[src/rtl/hilo_acc_unit.sv]
// hilo_acc_unit: HI/LO special-register pair with per-half writes, 2*DW-bit
// accumulate/subtract, and tracking of outstanding multi-cycle mul/div ops
// that stalls readers until those ops retire.
//
// Build option: define HILO_BYPASS_EN to forward the same-cycle write result
// onto hi_o/lo_o and let a retiring write release the reader in that cycle.
// With the macro undefined, hi_o/lo_o show the registered pair and any
// same-cycle write stalls the reader for one cycle.
//
// Handshake: rd_req is a request-only signal. The consumer samples hi_o/lo_o
// in a cycle where rd_req=1 and rd_stall=0. While rd_stall=1 the consumer
// holds rd_req asserted and retries. rd_stall is never 1 while rd_req=0.
module hilo_acc_unit #(
  parameter int DW       = 32,
  parameter int PEND_MAX = 3,
  parameter int CW       = $clog2(PEND_MAX + 1)
) (
  input  logic          clk,
  input  logic          rst,
  input  logic          wr_valid,
  input  logic [1:0]    wr_mode,
  input  logic          wr_hi_en,
  input  logic          wr_lo_en,
  input  logic [DW-1:0] wr_hi,
  input  logic [DW-1:0] wr_lo,
  input  logic          wr_pend_done,
  input  logic          pend_issue,
  input  logic          flush,
  input  logic          rd_req,
  output logic          rd_stall,
  output logic [DW-1:0] hi_o,
  output logic [DW-1:0] lo_o,
  output logic          busy,
  output logic          pend_err
);

  localparam logic [1:0]    MODE_WRITE = 2'b00;
  localparam logic [1:0]    MODE_ADD   = 2'b01;
  localparam logic [1:0]    MODE_SUB   = 2'b10;
  localparam logic [CW-1:0] CNT_MAX    = CW'(PEND_MAX);
  localparam logic [CW-1:0] CNT_ONE    = CW'(1);

  logic [DW-1:0]   hi_q, hi_d;
  logic [DW-1:0]   lo_q, lo_d;
  logic [CW-1:0]   cnt_q, cnt_d;
  logic            err_q, err_d;
  logic [2*DW-1:0] pair_cur;
  logic [2*DW-1:0] pair_arg;
  logic [2*DW-1:0] pair_sum;
  logic [2*DW-1:0] pair_dif;

  // Full-width add/subtract so carry and borrow cross from lo into hi.
  always_comb begin
    pair_cur = {hi_q, lo_q};
    pair_arg = {wr_hi, wr_lo};
    pair_sum = pair_cur + pair_arg;
    pair_dif = pair_cur - pair_arg;
  end

  // Next {hi,lo}: a reset cycle drops the write; mode 11 changes nothing.
  always_comb begin
    hi_d = hi_q;
    lo_d = lo_q;
    if (rst) begin
      hi_d = '0;
      lo_d = '0;
    end else if (wr_valid) begin
      case (wr_mode)
        MODE_WRITE: begin
          if (wr_hi_en) hi_d = wr_hi;
          if (wr_lo_en) lo_d = wr_lo;
        end
        MODE_ADD: {hi_d, lo_d} = pair_sum;
        MODE_SUB: {hi_d, lo_d} = pair_dif;
        default: ;
      endcase
    end
  end

  // Next pending count: flush wins; issue and done cancel; an out-of-range
  // term is dropped and flagged so the count saturates instead of wrapping.
  always_comb begin
    cnt_d = cnt_q;
    err_d = 1'b0;
    if (flush) begin
      cnt_d = '0;
    end else if (pend_issue && wr_pend_done) begin
      cnt_d = cnt_q;
    end else if (pend_issue) begin
      if (cnt_q == CNT_MAX) err_d = 1'b1;
      else                  cnt_d = cnt_q + CNT_ONE;
    end else if (wr_pend_done) begin
      if (cnt_q == '0) err_d = 1'b1;
      else             cnt_d = cnt_q - CNT_ONE;
    end
  end

  // State registers with synchronous active-high reset.
  always_ff @(posedge clk) begin
    if (rst) begin
      hi_q  <= '0;
      lo_q  <= '0;
      cnt_q <= '0;
      err_q <= 1'b0;
    end else begin
      hi_q  <= hi_d;
      lo_q  <= lo_d;
      cnt_q <= cnt_d;
      err_q <= err_d;
    end
  end

  // Read path and stall generation.
  always_comb begin
    busy     = (cnt_q != '0);
    pend_err = err_q;
`ifdef HILO_BYPASS_EN
    hi_o     = hi_d;
    lo_o     = lo_d;
    rd_stall = rd_req && !rst && (cnt_q != '0) &&
               !((cnt_q == CNT_ONE) && wr_valid && wr_pend_done && !pend_issue);
`else
    hi_o     = hi_q;
    lo_o     = lo_q;
    rd_stall = rd_req && !rst && ((cnt_q != '0) || wr_valid);
`endif
  end

endmodule

[config.mk]
export PLATFORM = sky130hd
export DESIGN_NAME = hilo_acc_unit
export DESIGN_NICKNAME = d
export VERILOG_FILES = /design/src/rtl/hilo_acc_unit.sv
export SDC_FILE = /design/constraint.sdc
export NUM_CORES = 1
export LEC_CHECK = 0
export CAP_MARGIN = 30
export CORE_MARGIN = 2
export CORE_UTILIZATION = 60
export DETAILED_ROUTE_END_ITERATION = 8
export DONT_BUFFER_PORTS = 1
export PLACE_DENSITY = 0.76
export SETUP_SLACK_MARGIN = 0.1
export SYNTH_ARGS = -nofsm -noshare
export SYNTH_HDL_FRONTEND = slang
export SYNTH_SLANG_ARGS = --single-unit
[constraint.sdc]
create_clock -name clk -period 6 [get_ports clk]
set_clock_uncertainty 0.2 [all_clocks]
set_input_delay 1.8 -clock clk [delete_from_list [all_inputs] [get_ports clk]]
set_output_delay 1.8 -clock clk [all_outputs]
set_load 0.005 [all_outputs]
==> metrics.md, run 1 <==
| Metric | Value |
|---|---|
| Worst-skew pair later-pin latency | 360 ps |
| Initial DRC Count | 1439 |
| Antenna Nets Post-Route | 0 |
| Final period utilization | 0.8694 |
| Worst rel slew slack | 0.3781 |
| Cts bufs inserted | 9 |
| Main combinational cell family by area after synthesis | compound AO/OA/AOI/OAI gates |
| Vias in the first global route | 12050 |
| Placed Cells | 1831 |
| FP Rows | 50 |
| Placed instance area | 11560 µm² |
| Largest net degree at the start of global routing | 46 |
| GR Util met2 | 0.6275 |
| GR peak layer | met2 |
| First-pass GRT wire length | 65030 µm |
| Mux cell area share after synthesis | 0.006208 |
| Pre-antenna DRT Iters | 6 |
| Hold Fails Final Rpt | 0 |
| Total GRT Usage | 0.4059 |
| Final core utilization | 0.6339 |
| RSZ-0062 raised after global routing | no |
| Critical path peak fanout | 15 |
| Drt total wl | 42040 µm |
| Peak supply drop | 0.0001656 V |
| Syn. warnings | 0 |
| Minimum clock period | 5216 ps |
| Area grow syn2layout | 3.562% |
| Ys async rst share | 0 |
| Setup TNS Final | 0 ps |
| Via count | 13030 |
| Number of max-cap violations | 0 |
| Commonest non-fill, non-tap cell in the layout | a21oi_1 |
| Leak pwr | 0.005069 µW |
| Antenna cells | 0 |
| Initial antenna violation count | 0 |
| Maximum buffer depth of the clock tree | 2 |
| Clock-pin slew on the worst setup and hold paths | 70 ps |
| Die W | 142.4 µm |
| Hold crit path type | reg2reg |
| Remaining global-route overflow | 0 |
| Netlist cell types | 98 |
| Adder-cell share of the synthesized area | 0.1451 |
| CTS H-tree lvls | 3 |
| Die ar. | 20270 µm² |
| IO Pins | 142 |
| Gate Count Post-Synth | 1678 |
| Number of flops mapped to enable cells by yosys | 0 |
| Layout cells sized above 1 | 0.05944 |
| GPL Wtd Cong | 1.020 |
| Top post-synthesis cells by area | ha_1 14%, dfxtp_1 12%, a21oi_1 9.3%, o21ai_0 4.7%, nor2_1 4.7% |
| Starting density of the core | 0.6121 |
| Startpoint Class | input pin |
| Setup bufs post-CTS | 0 |
| Final std cells w/o fill | 1849 |
| Fraction of the mapped netlist area in compound gates | 0.3894 |
| Worst-Margin Slew | 930.5 ps |
| Post-Syn Area | 11490 µm² |
| Fmax achieved | 191.7 MHz |
| Syn Area/Cell | 6.846 µm² |
| CTS sink cnt | 67 |
| Via/cell ratio | 7.044 |
| Outcome | completed |
| Dpl hpwl | 31580 µm |
| CTS Hold Bufs | 0 |
| Core ar. | 18770 µm² |
| CP Capture Type | flop |
| Most frequent cells in the layout | 213 x a21oi_1, 143 x nor2_1, 134 x inv_1, 127 x ha_1, 126 x nand2_1 |
| Grt met3 use | 0.1137 |
| Final setup violation count | 0 |
| # port buffers | 0 |
| Net count, final | 1817 |
| CTS tree | built |
| Crit Path Category | in2reg |
| Fin area | 11900 µm² |
| Post-synth top flop | dfxtp_1 |
| Pins Over Slew Limit | 0 |
| Register bit total from synthesis | 67 |
| # DRC | 0 |
| CTS Root Cell | clkbuf_16 |
| Worst EP required | 6070 ps |
| Synth top area share | 0.1416 |
| Post-CTS Resized | 0 |
| Crit path DAT | 5290 ps |
| Post-synth top area cell | ha_1 |
| Avg WL per Cell | 22.74 µm |
| Pwr per Cell Area | 195.4 nW/µm² |
| Post-Synth Simple-Gate Area | 0.2073 |
| Xor/xnor share of the synthesized area | 0.04956 |
| Net count after synthesis | 1885 |
| Die Y | 142.4 µm |
| M1 GR Usage | 0.5310 |
| Sequential fraction of the synthesis area | 0.1168 |
-- power by group --
part | total (µW) | switching (µW) | internal, µW | leakage, µW
Combinational | 1180 | 759 | 419 | 0.00437
Clock | 612 | 248 | 364 | 0.000150
Sequential | 535 | 52.7 | 482 | 0.000549
Total | 2320 | 1060 | 1260 | 0.00507
-- worst paths after layout --
| check | start | endpoint | slack [ps] | depth (start not counted) |
|---|---|---|---|---|
| hold reg to reg | lo_o[10] | lo_o[10] | 300 | 2 |
| setup / recovery | wr_lo[30] | hi_o[29] | 780 | 15 |
| setup reg to reg | lo_o[30] | hi_o[29] | 1860 | 14 |
| hold / removal | lo_o[10] | lo_o[10] | 300 | 2 |
-- worst max-delay path, stage by stage --
cell	delay [ps]
inv_1	20
ha_1	600
nand4_1	260
o221a_2	340
o221a_2	280
inv_1	100
a2111oi_0	80
dlymetal6s2s_1	240
buf_4	150
o31ai_1	330
nand2_1	200
o21ai_0	390
mux2i_1	230
a211oi_1	90
nor4_1	180
-- Yosys cell counts, types with 6 or more instances --
cell        n
o22ai_1     6
and2_1     10
a211o_1     6
nand4_1    20
nor4_1     23
a221o_1    19
a211oi_1   23
nor2b_1    22
a221oi_1   18
or3_1       8
o21ai_1     9
dfxtp_1    67
o31ai_1    25
xnor2_1    60
a21oi_1   213
mux2i_1     6
nand2_1   126
o221a_2     7
and3_1     10
o211ai_1   24
o21a_1      9
nand2b_1   22
a21o_1     32
clkbuf_1   81
nor3_1     45
o21ai_0   109
nand3_1    30
buf_1      10
ha_1      130
a31oi_1    22
or2_2       8
inv_1     134
o21bai_1   33
nor2_1    143
buf_2      13
o221ai_1   25
-- kinds of logic after synthesis --
group,after synthesis
compound gates,661
simple gates,494
buf+inv,252
fa+ha+maj,132
flops,67
xor+xnor,65
mux,7
-- registers in the layout, indices dropped and copies added (netlist names) --
name,count
lo_o,32
pend_err,1
hi_o,32
cnt_q,2
-- metal layers --
metal,share of wire,wire (µm),up-vias
met5,0,0,-
met4,0.043,1795,0
met3,0.12,5175,149
met2,0.43,18060,804
met1,0.40,17010,6058
li1,-,-,6014
-- cell type report --
| cell class | count | area, µm² |
|---|---|---|
| clock buffers | 11 | 232.7 |
| clock inverters | 5 | 77.57 |
| fillers | 1812 | 6872 |
| inverters | 144 | 540.5 |
| multi-input cells | 1359 | 9169 |
| flip-flops and latches | 67 | 1341 |
| well taps | 234 | 292.8 |
| repair buffers | 29 | 242.7 |
-- metrics by stage --
step                      setup slack, ps  hold WS [ps]  power, µW
after floorplan                     992.0         269.3       1391
after global placement              386.6         287.3       1663
after detailed placement            363.1         297.0       1670
after CTS                           724.9         305.0       2282
after global routing                529.6         336.3       2443
final                               783.8         299.1       2324
(Power assumes the default switching activity.)
==> run 2: changes to the inputs <==
--- a/config.mk
+++ b/config.mk
@@ -8,6 +8,7 @@
 export CAP_MARGIN = 30
 export CORE_MARGIN = 2
 export CORE_UTILIZATION = 60
+export CTS_CLUSTER_DIAMETER = 150
 export DETAILED_ROUTE_END_ITERATION = 8
 export DONT_BUFFER_PORTS = 1
 export PLACE_DENSITY = 0.76
==> results of run 2 <==
No change in the layout: final DEF, timing and power equal those of run 1.
==> run 3: changes to the inputs <==
--- a/config.mk
+++ b/config.mk
@@ -7,11 +7,11 @@
 export LEC_CHECK = 0
 export CAP_MARGIN = 30
 export CORE_MARGIN = 2
-export CORE_UTILIZATION = 60
+export CORE_UTILIZATION = 57
 export CTS_CLUSTER_DIAMETER = 150
 export DETAILED_ROUTE_END_ITERATION = 8
 export DONT_BUFFER_PORTS = 1
-export PLACE_DENSITY = 0.76
+export PLACE_DENSITY = 0.72
 export SETUP_SLACK_MARGIN = 0.1
 export SYNTH_ARGS = -nofsm -noshare
 export SYNTH_HDL_FRONTEND = slang
==> metrics.md, run 3 (synthesized netlist as in run 1, its figures left out) <==
| Metric | Value |
|---|---|
| Leak pwr | 0.005058 µW |
| Antenna Nets Post-Route | 0 |
| Fill cells | 1940 |
| Setup bufs post-CTS | 0 |
| CTS Hold Bufs | 0 |
| Via/cell ratio | 6.814 |
| Placed instance area | 11590 µm² |
| First-pass GRT wire length | 66690 µm |
| CTS H-tree lvls | 3 |
| Psw | 1058 µW |
| Post-CTS Resized | 0 |
| Final setup violation count | 0 |
| Remaining global-route overflow | 0 |
| CTS tree | built |
| Fin area | 11900 µm² |
| Sw Share | 0.4732 |
| Setup TNS Final | 0 ps |
| Startpoint Class | input pin |
| Crit path DAT | 5310 ps |
| Largest stage delay, worst path | 480 ps |
| Clock-pin slew on the worst setup and hold paths | 60 ps |
| Pwr Total | 2235 µW |
| Minimum clock period | 5259 ps |
| Worst rel slew slack | 0.3616 |
| Initial DRC Count | 1417 |
| CTS Root Cell | clkbuf_16 |
| Bufs and invs on worst path | 1 |
| Clock group share of total power | 0.234 |
| Hold crit path type | reg2reg |
| Pins Over Slew Limit | 0 |
| RSZ-0062 raised after global routing | no |
| Net count, final | 1818 |
| Most frequent cells in the layout | 213 x a21oi_1, 143 x nor2_1, 134 x inv_1, 127 x ha_1, 126 x nand2_1 |
| CP Capture Type | flop |
| Largest net degree at the start of global routing | 75 |
| CTS sink cnt | 67 |
| Worst EP required | 6050 ps |
| Layout cells sized above 1 | 0.06126 |
| Peak supply drop | 0.0001554 V |
| # DRC | 0 |
| Cts bufs inserted | 9 |
| Pre-antenna DRT Iters | 6 |
| Fmax achieved | 190.1 MHz |
| Placed Cells | 1863 |
| Dpl hpwl | 31970 µm |
| Final std cells w/o fill | 1882 |
| Crit Path Category | in2reg |
| Comb pwr share | 0.526 |
| CP delay by family, top | compound AO/OA/AOI/OAI gates |
| Commonest non-fill, non-tap cell in the layout | a21oi_1 |
| Avg WL per Cell | 22.83 µm |
| GPL Wtd Cong | 1.051 |
| Outcome | completed |
| Die ar. | 21300 µm² |
| Critical path peak fanout | 12 |
| Die Y | 146.0 µm |
| Number of max-cap violations | 0 |
| FP Rows | 51 |
| Final period utilization | 0.8765 |
| Starting density of the core | 0.5864 |
| Worst-path cell chain | inv_1 > ha_1 > and2_1 > nand3_1 > or3_1 > o221ai_2 > o21bai_1 > o31ai_2 > a21oi_1 > o41ai_1 > o21ai_0 > a31oi_1 > o32ai_1 |
| Pwr per Cell Area | 187.8 nW/µm² |
| Core ar. | 19590 µm² |
| Area grow syn2layout | 3.583% |
| IO Pins | 142 |
| Die W | 146.0 µm |
| Hold Fails Final Rpt | 0 |
| Via count | 12820 |
| Part of the power in registers | 0.239 |
| Drt total wl | 42970 µm |
| # port buffers | 0 |
| Total GRT Usage | 0.3903 |
| Maximum buffer depth of the clock tree | 2 |
| Worst-Margin Slew | 957.6 ps |
| Slowest cell on the critical path | ha_1 |
| Worst-skew pair later-pin latency | 360 ps |
| Initial antenna violation count | 0 |
| Int Pwr | 1177 µW |
| Vias in the first global route | 11970 |
==> run 3: layer usage <==
| metal | global-route usage | vias to the layer above | wire [µm] |
|---|---|---|---|
| met2 | 0.6134 | 751 | 18780 |
| met3 | 0.08307 | 114 | 4596 |
| li1 | - | 6039 | - |
| met5 | 0 | - | 0 |
| met4 | 0.1559 | 0 | 1522 |
| met1 | 0.5206 | 5920 | 18070 |
==> run 3: cell type report <==
class / count / area, µm² / area share
well taps: 265 / 331.6 / 0.02787
repair buffers: 30 / 252.7 / 0.02124
inverters: 144 / 540.5 / 0.04543
clock buffers: 10 / 229.0 / 0.01924
multi-input cells: 1359 / 9169 / 0.7706
clock inverters: 6 / 32.53 / 0.002734
flip-flops and latches: 67 / 1341 / 0.1127
diodes: 1 / 2.502 / 0.0002103
==> run 3: path summary, 6_finish.rpt <==
| path | from | end | slack, ps | depth (start not counted) |
|---|---|---|---|---|
| min reg2reg | cnt_q[1] | cnt_q[1] | 300 | 2 |
| min | cnt_q[1] | cnt_q[1] | 300 | 2 |
| max reg2reg | lo_o[0] | hi_o[26] | 1840 | 14 |
| max | wr_lo[15] | hi_o[26] | 740 | 13 |
==> run 3: worst min-delay path: cells and delay by family, from the launching register on <==
kind | cells | cell delay, ps
compound gates | 1 | 60
flops | 1 | 340
simple gates | 1 | 60
==> run 3: power by group through the flow <==
stage	registers (µW)	logic (µW)	clock network, µW
after floorplan	528	864	0
after global placement	543	1130	0
after detailed placement	544	1130	0
after CTS	534	1140	529
after global routing	541	1270	544
final	535	1180	524
==> run 3: per-stage QoR <==
stage | setup slack (ps) | util | hold slack [ps]
finish | 740.8 | 0.6074 | 303.7
global route | 535.2 | 0.6073 | 327.5
CTS | 857.3 | 0.6051 | 301.8
detailed placement | 503.3 | 0.5917 | 291.9
global placement | 559.3 | 0.5917 | 290.6
floorplan | 992.0 | - | 269.3
